File: config.mk
export PLATFORM = sky130hd
export DESIGN_NAME = oled_char_draw
export DESIGN_NICKNAME = d
export VERILOG_FILES = /design/src/rtl/oled_char_draw_pkg.sv /design/src/rtl/oled_font_rom.sv /design/src/rtl/oled_char_draw.sv
export SDC_FILE = /design/constraint.sdc
export NUM_CORES = 1
export LEC_CHECK = 0
export CAP_MARGIN = 10
export CORE_ASPECT_RATIO = 0.5
export CORE_MARGIN = 2
export CORE_UTILIZATION = 54
export DETAILED_ROUTE_END_ITERATION = 10
export PLACE_DENSITY = 0.79
export SLEW_MARGIN = 20
export SYNTH_ARGS = -nofsm -noshare
export SYNTH_HDL_FRONTEND = slang
export SYNTH_SLANG_ARGS = --single-unit
File: constraint.sdc
create_clock -name clk_50m -period 2.23 [get_ports clk_50m]
set_input_delay 0.446 -clock clk_50m [delete_from_list [all_inputs] [get_ports clk_50m]]
set_output_delay 0.446 -clock clk_50m [all_outputs]
set_load 0.03 [all_outputs]
File: src/rtl/oled_char_draw_pkg.sv
// Shared constants and types for the OLED 8x16 character renderer.
package oled_char_draw_pkg;

  localparam int unsigned GLYPH_W     = 8;
  localparam int unsigned GLYPH_BYTES = 16;
  localparam logic [7:0]  FIRST_ASCII = 8'h20;
  localparam logic [7:0]  LAST_ASCII  = 8'h7E;
  localparam int unsigned COLS        = 128;
  localparam int unsigned PAGES       = 8;
  localparam int unsigned FONT_DEPTH  = 1520;
  localparam int unsigned FONT_AW     = 11;

  typedef enum logic [1:0] {
    StIdle,
    StFetch,
    StWrite,
    StDone
  } draw_state_e;

  // Map unprintable codes onto the substitute glyph.
  function automatic logic [7:0] sub_ascii(input logic [7:0] code, input logic [7:0] sub);
    return ((code < FIRST_ASCII) || (code > LAST_ASCII)) ? sub : code;
  endfunction

endpackage

File: src/rtl/oled_font_rom.sv
// Synchronous 1520x8 glyph ROM, one cycle read latency; output only updates when enabled.
// Contents are a generated stand-in pattern until the real font table is dropped in.
module oled_font_rom
  import oled_char_draw_pkg::*;
(
  input  logic                 i_clk,
  input  logic                 i_rst_n,
  input  logic                 i_en,
  input  logic [FONT_AW-1:0]   i_addr,
  output logic [7:0]           o_data
);

  logic [7:0] w_byte;
  logic [7:0] r_data;

  always_comb begin
    w_byte = 8'h00;
    if (32'(i_addr) < FONT_DEPTH) begin
      w_byte = i_addr[7:0] ^ {1'b0, i_addr[10:4]};
    end
  end

  always_ff @(posedge i_clk or negedge i_rst_n) begin
    if (!i_rst_n) begin
      r_data <= 8'h00;
    end else if (i_en) begin
      r_data <= w_byte;
    end
  end

  assign o_data = r_data;

endmodule

File: src/rtl/oled_char_draw.sv
// Renders one 8x16 glyph as 16 column-byte writes into an external page-organised framebuffer,
// with a single-entry pending slot so back-to-back requests run without an idle gap.
module oled_char_draw
  import oled_char_draw_pkg::*;
#(
  parameter logic [7:0] SUB_ASCII = 8'h20
) (
  input  logic       clk_50m,
  input  logic       rst_n,
  input  logic       draw_start,
  input  logic [7:0] draw_ascii,
  input  logic [6:0] draw_x,
  input  logic [3:0] draw_y,
  input  logic       ovf_clr,
  output logic       fb_we,
  output logic [9:0] fb_addr,
  output logic [7:0] fb_wdata,
  output logic       busy,
  output logic       done,
  output logic       ovf
);

  draw_state_e r_state, w_state_d;

  logic [4:0]  r_cnt;
  logic [7:0]  r_code;
  logic [6:0]  r_x;
  logic [2:0]  r_y;
  logic        r_pend_vld;
  logic [7:0]  r_pend_code;
  logic [6:0]  r_pend_x;
  logic [2:0]  r_pend_y;
  logic        r_fb_we;
  logic [9:0]  r_fb_addr;
  logic        r_ovf;

  logic        w_req_ok, w_rendering;
  logic        w_load_in, w_start_pend, w_capture, w_drop;
  logic [7:0]  w_in_code;
  logic [3:0]  w_k;
  logic [7:0]  w_col;
  logic [2:0]  w_page;
  logic [6:0]  w_off;
  logic        w_issue, w_byte_ok, w_wr;
  logic [10:0] w_rom_addr;
  logic [7:0]  w_rom_data;

  assign w_req_ok    = draw_start && (draw_y < 4'(PAGES));
  assign w_rendering = (r_state == StFetch) || (r_state == StWrite);
  assign w_in_code   = sub_ascii(draw_ascii, SUB_ASCII);

  // A request seen in the done cycle starts directly if nothing is already queued.
  assign w_load_in    = w_req_ok && ((r_state == StIdle) || ((r_state == StDone) && !r_pend_vld));
  assign w_start_pend = (r_state == StDone) && r_pend_vld;
  assign w_capture    = w_req_ok && ((w_rendering && !r_pend_vld) || w_start_pend);
  assign w_drop       = w_req_ok && w_rendering && r_pend_vld;

  assign w_k        = r_cnt[3:0];
  assign w_col      = {1'b0, r_x} + {5'b0, w_k[2:0]};
  assign w_page     = r_y + {2'b0, w_k[3]};
  assign w_off      = 7'(r_code - FIRST_ASCII);
  assign w_rom_addr = {w_off, w_k};
  assign w_issue    = (r_state == StFetch) || ((r_state == StWrite) && (r_cnt < 5'(GLYPH_BYTES)));
  // Off-screen bytes keep their slot but never write, so timing is placement-independent.
  assign w_byte_ok  = !w_col[7] && !(w_k[3] && (r_y == 3'(PAGES - 1)));
  assign w_wr       = w_issue && w_byte_ok;

  oled_font_rom u_font_rom (
    .i_clk   (clk_50m),
    .i_rst_n (rst_n),
    .i_en    (w_wr),
    .i_addr  (w_rom_addr),
    .o_data  (w_rom_data)
  );

  always_comb begin
    w_state_d = r_state;
    unique case (r_state)
      StIdle:  if (draw_start) w_state_d = w_req_ok ? StFetch : StDone;
      StFetch: w_state_d = StWrite;
      StWrite: if (r_cnt == 5'(GLYPH_BYTES)) w_state_d = StDone;
      StDone:  w_state_d = (r_pend_vld || w_req_ok) ? StFetch : StIdle;
      default: w_state_d = StIdle;
    endcase
  end

  always_ff @(posedge clk_50m or negedge rst_n) begin
    if (!rst_n) begin
      r_state <= StIdle;
    end else begin
      r_state <= w_state_d;
    end
  end

  always_ff @(posedge clk_50m or negedge rst_n) begin
    if (!rst_n) begin
      r_cnt       <= 5'd0;
      r_code      <= FIRST_ASCII;
      r_x         <= 7'd0;
      r_y         <= 3'd0;
      r_pend_vld  <= 1'b0;
      r_pend_code <= FIRST_ASCII;
      r_pend_x    <= 7'd0;
      r_pend_y    <= 3'd0;
      r_fb_we     <= 1'b0;
      r_fb_addr   <= 10'd0;
      r_ovf       <= 1'b0;
    end else begin
      r_cnt   <= w_rendering ? r_cnt + 5'd1 : 5'd0;
      r_fb_we <= w_wr;
      if (w_wr) begin
        r_fb_addr <= {w_page, w_col[6:0]};
      end
      if (w_drop) begin
        r_ovf <= 1'b1;
      end else if (ovf_clr) begin
        r_ovf <= 1'b0;
      end
      if (w_load_in) begin
        r_code <= w_in_code;
        r_x    <= draw_x;
        r_y    <= draw_y[2:0];
      end else if (w_start_pend) begin
        r_code <= r_pend_code;
        r_x    <= r_pend_x;
        r_y    <= r_pend_y;
      end
      if (w_capture) begin
        r_pend_vld  <= 1'b1;
        r_pend_code <= w_in_code;
        r_pend_x    <= draw_x;
        r_pend_y    <= draw_y[2:0];
      end else if (w_start_pend) begin
        r_pend_vld <= 1'b0;
      end
    end
  end

  assign fb_we    = r_fb_we;
  assign fb_addr  = r_fb_addr;
  assign fb_wdata = w_rom_data;
  assign busy     = (r_state != StIdle);
  assign done     = (r_state == StDone);
  assign ovf      = r_ovf;

endmodule

Word-level counts from Yosys, hierarchy flattened
Cells that the tools add are included.
- register bits: 62
- input bits: 23
- logic and storage cells: 75
- add/subtract/negate cells: 4
- $lt $le $gt $ge: 5
- equal/unequal tests: 7
- mux-type cells: 18
- bitwise operators: 1
- reduce and logical (&&, ||, !) cells: 27
- operator list (operator ; number):
    $mux W7 ; 5
    $logic_and A1 B1 Y1 ; 12
    $lt A11 B11 Y1 const B ; 1
    $add A7 B3 Y8 ; 1
    $gt A8 B7 Y1 const B ; 1
    $lt A8 B6 Y1 const B ; 1
    $mux W8 ; 1
    $pmux W2 S4 ; 1
    $reduce_bool A2 Y1 ; 4
    $xor A8 B7 Y8 ; 1
    $sub A7 B6 Y7 const B ; 1
    $logic_or A1 B1 Y1 ; 6
    $mux W2 ; 3
    $mux W3 ; 2
    $add A5 B1 Y5 const B ; 1
    $eq A5 B5 Y1 const B ; 1
    $lt A5 B5 Y1 const B ; 1
    $mux W1 ; 5
    $mux W5 ; 1
    $eq A2 B2 Y1 const B ; 2
    $lt A4 B4 Y1 const B ; 1
    $add A3 B1 Y3 ; 1
    $eq A3 B3 Y1 const B ; 1
    $logic_not A1 Y1 ; 3
    other kinds (5) ; 5

Depth between registers and ports, before layout
Gate-level depths: netlist of run 1.
- word-level depth: 6
- depth in mapped cells: 7

Modules after synthesis
A second synthesis of run 1 with hierarchy kept.
- cells, all modules: 294
- area total of the unflattened synthesis: 3064.2 um^2
- by module, submodules not included (module ; instances ; cells an instance ; area an instance (um^2) ; seq. area each (um^2)):
    oled_char_draw ; 1 ; 254 ; 2677.6 ; 1353.8
    oled_font_rom ; 1 ; 40 ; 386.6 ; 200.2

Least setup slack after synthesis of run 1
Ideal clock, no wire load.
- path kind: register to register
- from: register r_cnt[1]
- to: register r_fb_addr[0], in the netlist fb_addr[0]
- library setup time: 0.125 ns
- data arrival time: 1.865 ns
- required time: 2.105 ns
- slack: 0.240 ns
- stages on the path, launching flop included: 7
- buffers on the path: 1
- cell sequence: dfrtp_1 > ha_1 > a211oi_2 > nor2_2 > a31oi_4 > buf_12 > mux2_4
- longest elaborated chain between the ends: 4
- elaborated cells between the ends (all ways): 7
- classes of those cells: 1 x add/sub; 1 x order compare; 5 x reduce/logical
- ends and longest elaborated chain (element ; line ; source):
    start, declared ; oled_char_draw.sv:25 ; logic [4:0] r_cnt;
    start signal, assigned ; oled_char_draw.sv:109 ; r_cnt <= w_rendering ? r_cnt + 5'd1 : 5'd0;
    $add A7 B3 Y8 or $lt A5 B5 Y1 (tied branches) ; oled_char_draw.sv:59, oled_char_draw.sv:63 ;
    $logic_not A1 Y1 or $logic_and A1 B1 Y1 (tied branches) ; oled_char_draw.sv:65, oled_char_draw.sv:63 ;
    $logic_and A1 B1 Y1 or $logic_or A1 B1 Y1 (tied branches) ; oled_char_draw.sv:65, oled_char_draw.sv:63 ;
    $logic_and A1 B1 Y1 * ; oled_char_draw.sv:66 ; assign w_wr = w_issue && w_byte_ok;
    net u_font_rom.i_en ; oled_font_rom.sv:8 ; input logic i_en,
    end signal, assigned ; oled_char_draw.sv:112 ; r_fb_addr <= {w_page, w_col[6:0]};
    end, declared ; oled_char_draw.sv:34 ; logic [9:0] r_fb_addr;
The timed path passes the listed nets; every way through them passes the cells marked *.
A chain may end at the register's enable or synchronous reset.

Final worst setup path of run 1
- from: register r_state[0]
- to: output port busy
- longest elaborated chain between the ends: 1
- ends and longest elaborated chain (element ; line ; source):
    start, declared ; oled_char_draw.sv:23 ; draw_state_e r_state, w_state_d;
    start signal, assigned ; oled_char_draw.sv:89 ; r_state <= StIdle;
    start signal, assigned ; oled_char_draw.sv:91 ; r_state <= w_state_d;
    $reduce_bool A2 Y1 ; oled_char_draw.sv:142 ; assign busy = (r_state != StIdle);
    end, declared ; oled_char_draw.sv:18 ; output logic busy,
No other way between the ends.

==> flow_summary.ini, run 1 <==
[cells_and_area]
layout_commonest_cell = nand2_1
drive_gt1_share_pct = 13.7
syn2layout_area_growth_pct = 29.1
final_cell_mix = nand2_1 (63), dfrtp_1 (60), clkdlybuf4s50_1 (41)
fin_cells = 431
nNetsFinal = 391
n_fill_cell = 396
num_antenna_cells = 0
finalCoreUtilization_pct = 72.6

[worst_setup_path]
r2r_slack_ps = 190
cp.arrival_ps = 1630
required_ps = 1780
startpoint_type = register
end_kind = output pin
worstSetupPathType = register to output pin
crit_fanout = 6

[global_route]
grt_max_degree = 45
grt_antenna_before_repair = 0
grt_overflow = 0
grt_util_all_layers_pct = 24.6
grt_pass1_vias = 2434
grt_first_pass_wirelength_mm = 11.9

[cts]
htreeDepth = 3
clock-root-buffer = clkbuf_16
ctsHoldBuffers = 0
clockBufferDepth = 2
clock_sinks = 62
cts_setup_buffers = 0
insertion_delay_ps = 330
path_clk_slew_ps = 50
cts_made_buffers = 9
cts_tree = built

[timing]
fmax_mhz = 481
rsz0062_at_grt = no
fin_crit_sh_pct = 93.2
fin_hold_ws_ps = 58.8
maxSlewHeadroom_pct = 66.4
worst_pin_slew_ps = 502
hold_violations = 0
finalSetupTns_ps = 0
fin_skew_ps = 6.32
drv_slew = 0
setup_viol = 0
min_period_ps = 2080

[pwr]
power_frac_comb_pct = 46.8
p_leak_uw = 0.00182
totalPowerFinal_uw = 6950
switching_power_uw = 2630
power_frac_seq_pct = 31.4
clockPowerShare_pct = 21.8
internal-power_uw = 4320
power.density_mw_per_mm2 = 1730
peakVddDrop_uv = 1010
p_sw_share_pct = 37.8

[logic_synthesis]
async_flop_share_pct = 100
syn_area_per_cell_um2 = 10.4
synth_cells = 298
ys.flop_type = dfrtp_1
yosys.area_share.xor_xnor_pct = 4.52
synthSimpleGateAreaFrac_pct = 17.1
post_synth_fa_ha_maj_area_fraction_pct = 6.29
synth_top_family_by_area = simple AND/OR/NAND/NOR gates
synthMuxAreaShare_pct = 8.47
synth_nets = 336
synth_edf_count = 0
synth_compound_area_share_pct = 9.88
synth_seq_cells = 62
yosysUniqueCellTypes = 42
syn_area_mm2 = 0.00310
yosysSeqAreaShare_pct = 50.1
synth_warnings = 0

[place]
post-dp-hpwl_mm = 4.86
place.port_buffers = 44
dp.cells = 415
gp_congestion = 0.896

[routing]
drt_wl_total_mm = 7.06
ant_nets = 0
first_iter_violations = 144
vias = 2318
avgViaCountPerCell = 5.38
drc_errors = 0
first_pass_iters = 4
avgRoutedWirePerCell_um = 16.4

[min_path]
min_path_type = input pin to asynchronous set/reset pin

[floorplanning]
die_height_um = 57.6
coreArea_mm2 = 0.00552
fp-row-count = 19
ios = 45
die_area_mm2 = 0.00640
start_util_pct = 56.2
die_w_um = 111

[run_status]
status = complete, no violations

[flow_run]
cap_viol_max_count = 0
-- power groups by stage --
stage / clock network, µW / logic [µW] / registers, µW
final: 1510 / 3250 / 2180
after global routing: 1590 / 3530 / 2250
after CTS: 1530 / 3280 / 2170
after detailed placement: 0 / 3210 / 2180
after global placement: 0 / 3090 / 2140
after floorplan: 0 / 1950 / 2410
-- sequential cells by signal (all words and copies together), names as in the netlist, 3 cells and up --
signal	cells
r_pend_x	7
fb_addr	10
r_cnt	5
r_pend_code	7
u_font_rom.o_data	8
r_y	3
r_x	7
r_pend_y	3
r_code	7
-- area by class of cell --
type | instances | area, µm² | share of cell area [%]
Clock buffer | 13 | 260 | 6.50
Clock inverter | 3 | 67.6 | 1.69
Inverter | 12 | 45.0 | 1.13
Multi-Input combinational cell | 214 | 1440 | 35.9
Sequential cell | 62 | 1550 | 38.8
Tap cell | 73 | 91.3 | 2.28
Timing Repair Buffer | 54 | 549 | 13.7
-- timing repair --
item	CTS	global route
endpoints found under the setup margin	1	1
hold endpoints to repair	0	0
gates resized for setup	1	1
-- critical path, stage by stage, from the launching register on --
cell           delay [ps]
dfrtp_1               440
inv_1                 120
ha_1                  270
inv_1                  90
dlygate4sd2_1         400
-- synth_stat cells (all sizes together) (2+ instances only) --
cell    instances  area (µm²)
dfstp           2        52.6
inv            12        45.0
o22a            2        17.5
a22o            6        52.6
buf             8        57.6
and2            6        37.5
o21bai          2        15.0
nor2b           6        37.5
nor2           27         104
xor2            6        52.6
ha             14         175
nand4b          2        17.5
a31oi          18         128
o21ai           7        35.0
mux2i           3        30.0
clkbuf          2        8.75
dfrtp          60        1500
o21a            2        15.0
mux2           18         233
nand2          63         236
xnor2          10        87.6
nand3           8        40.0
nand4           2        12.5
-- metal layers --
| layer | GRT usage [%] | part of all wire (%) | vias up |
|---|---|---|---|
| met5 | 0 | 0 | - |
| met4 | 5.47 | 0.99 | 0 |
| met3 | 8.08 | 7.4 | 9 |
| met2 | 41.0 | 46 | 80 |
| met1 | 32.1 | 45 | 1104 |
| li1 | - | - | 1125 |
-- stage by stage --
step           cell area [µm²]  setup WS [ps]
4_1_cts                   4000           2.40
5_1_grt                   4000           31.2
6_report                  4000            151
3_5_place_dp              3670            133
3_3_place_gp              3670            234
2_1_floorplan             3100            240
-- worst paths after layout --
| kind | depth (start not counted) | end | start |
|---|---|---|---|
| max | 4 | busy | r_state[0] |
| min | 1 | r_pend_y[1] | rst_n |
| max reg2reg | 6 | r_pend_code[4] | r_state[0] |
| min reg2reg | 2 | r_pend_x[5] | r_pend_x[5] |
| max in group asynchronous | 2 | r_code[5] | rst_n |
| min in group clk_50m | 2 | r_pend_x[5] | r_pend_x[5] |
-- kinds of logic (layout without fill, tap and decap cells) --
family,count (synthesis),count (layout)
AOI/OAI and AO/OA,42,42
buffers and inverters,22,82
xor gates and xnor gates,16,16
muxes,21,21
DFF,62,62
adders and majority gates,15,15
and+or+nand+nor,120,120
Note: power is estimated with default switching activity, not from simulation.
==> run 2: changes to the inputs <==
ABC_CLOCK_PERIOD_IN_PS = 2230   (was not set)
==> results of run 2 <==
The final DEF is identical to that of run 1; final timing and power are the same.
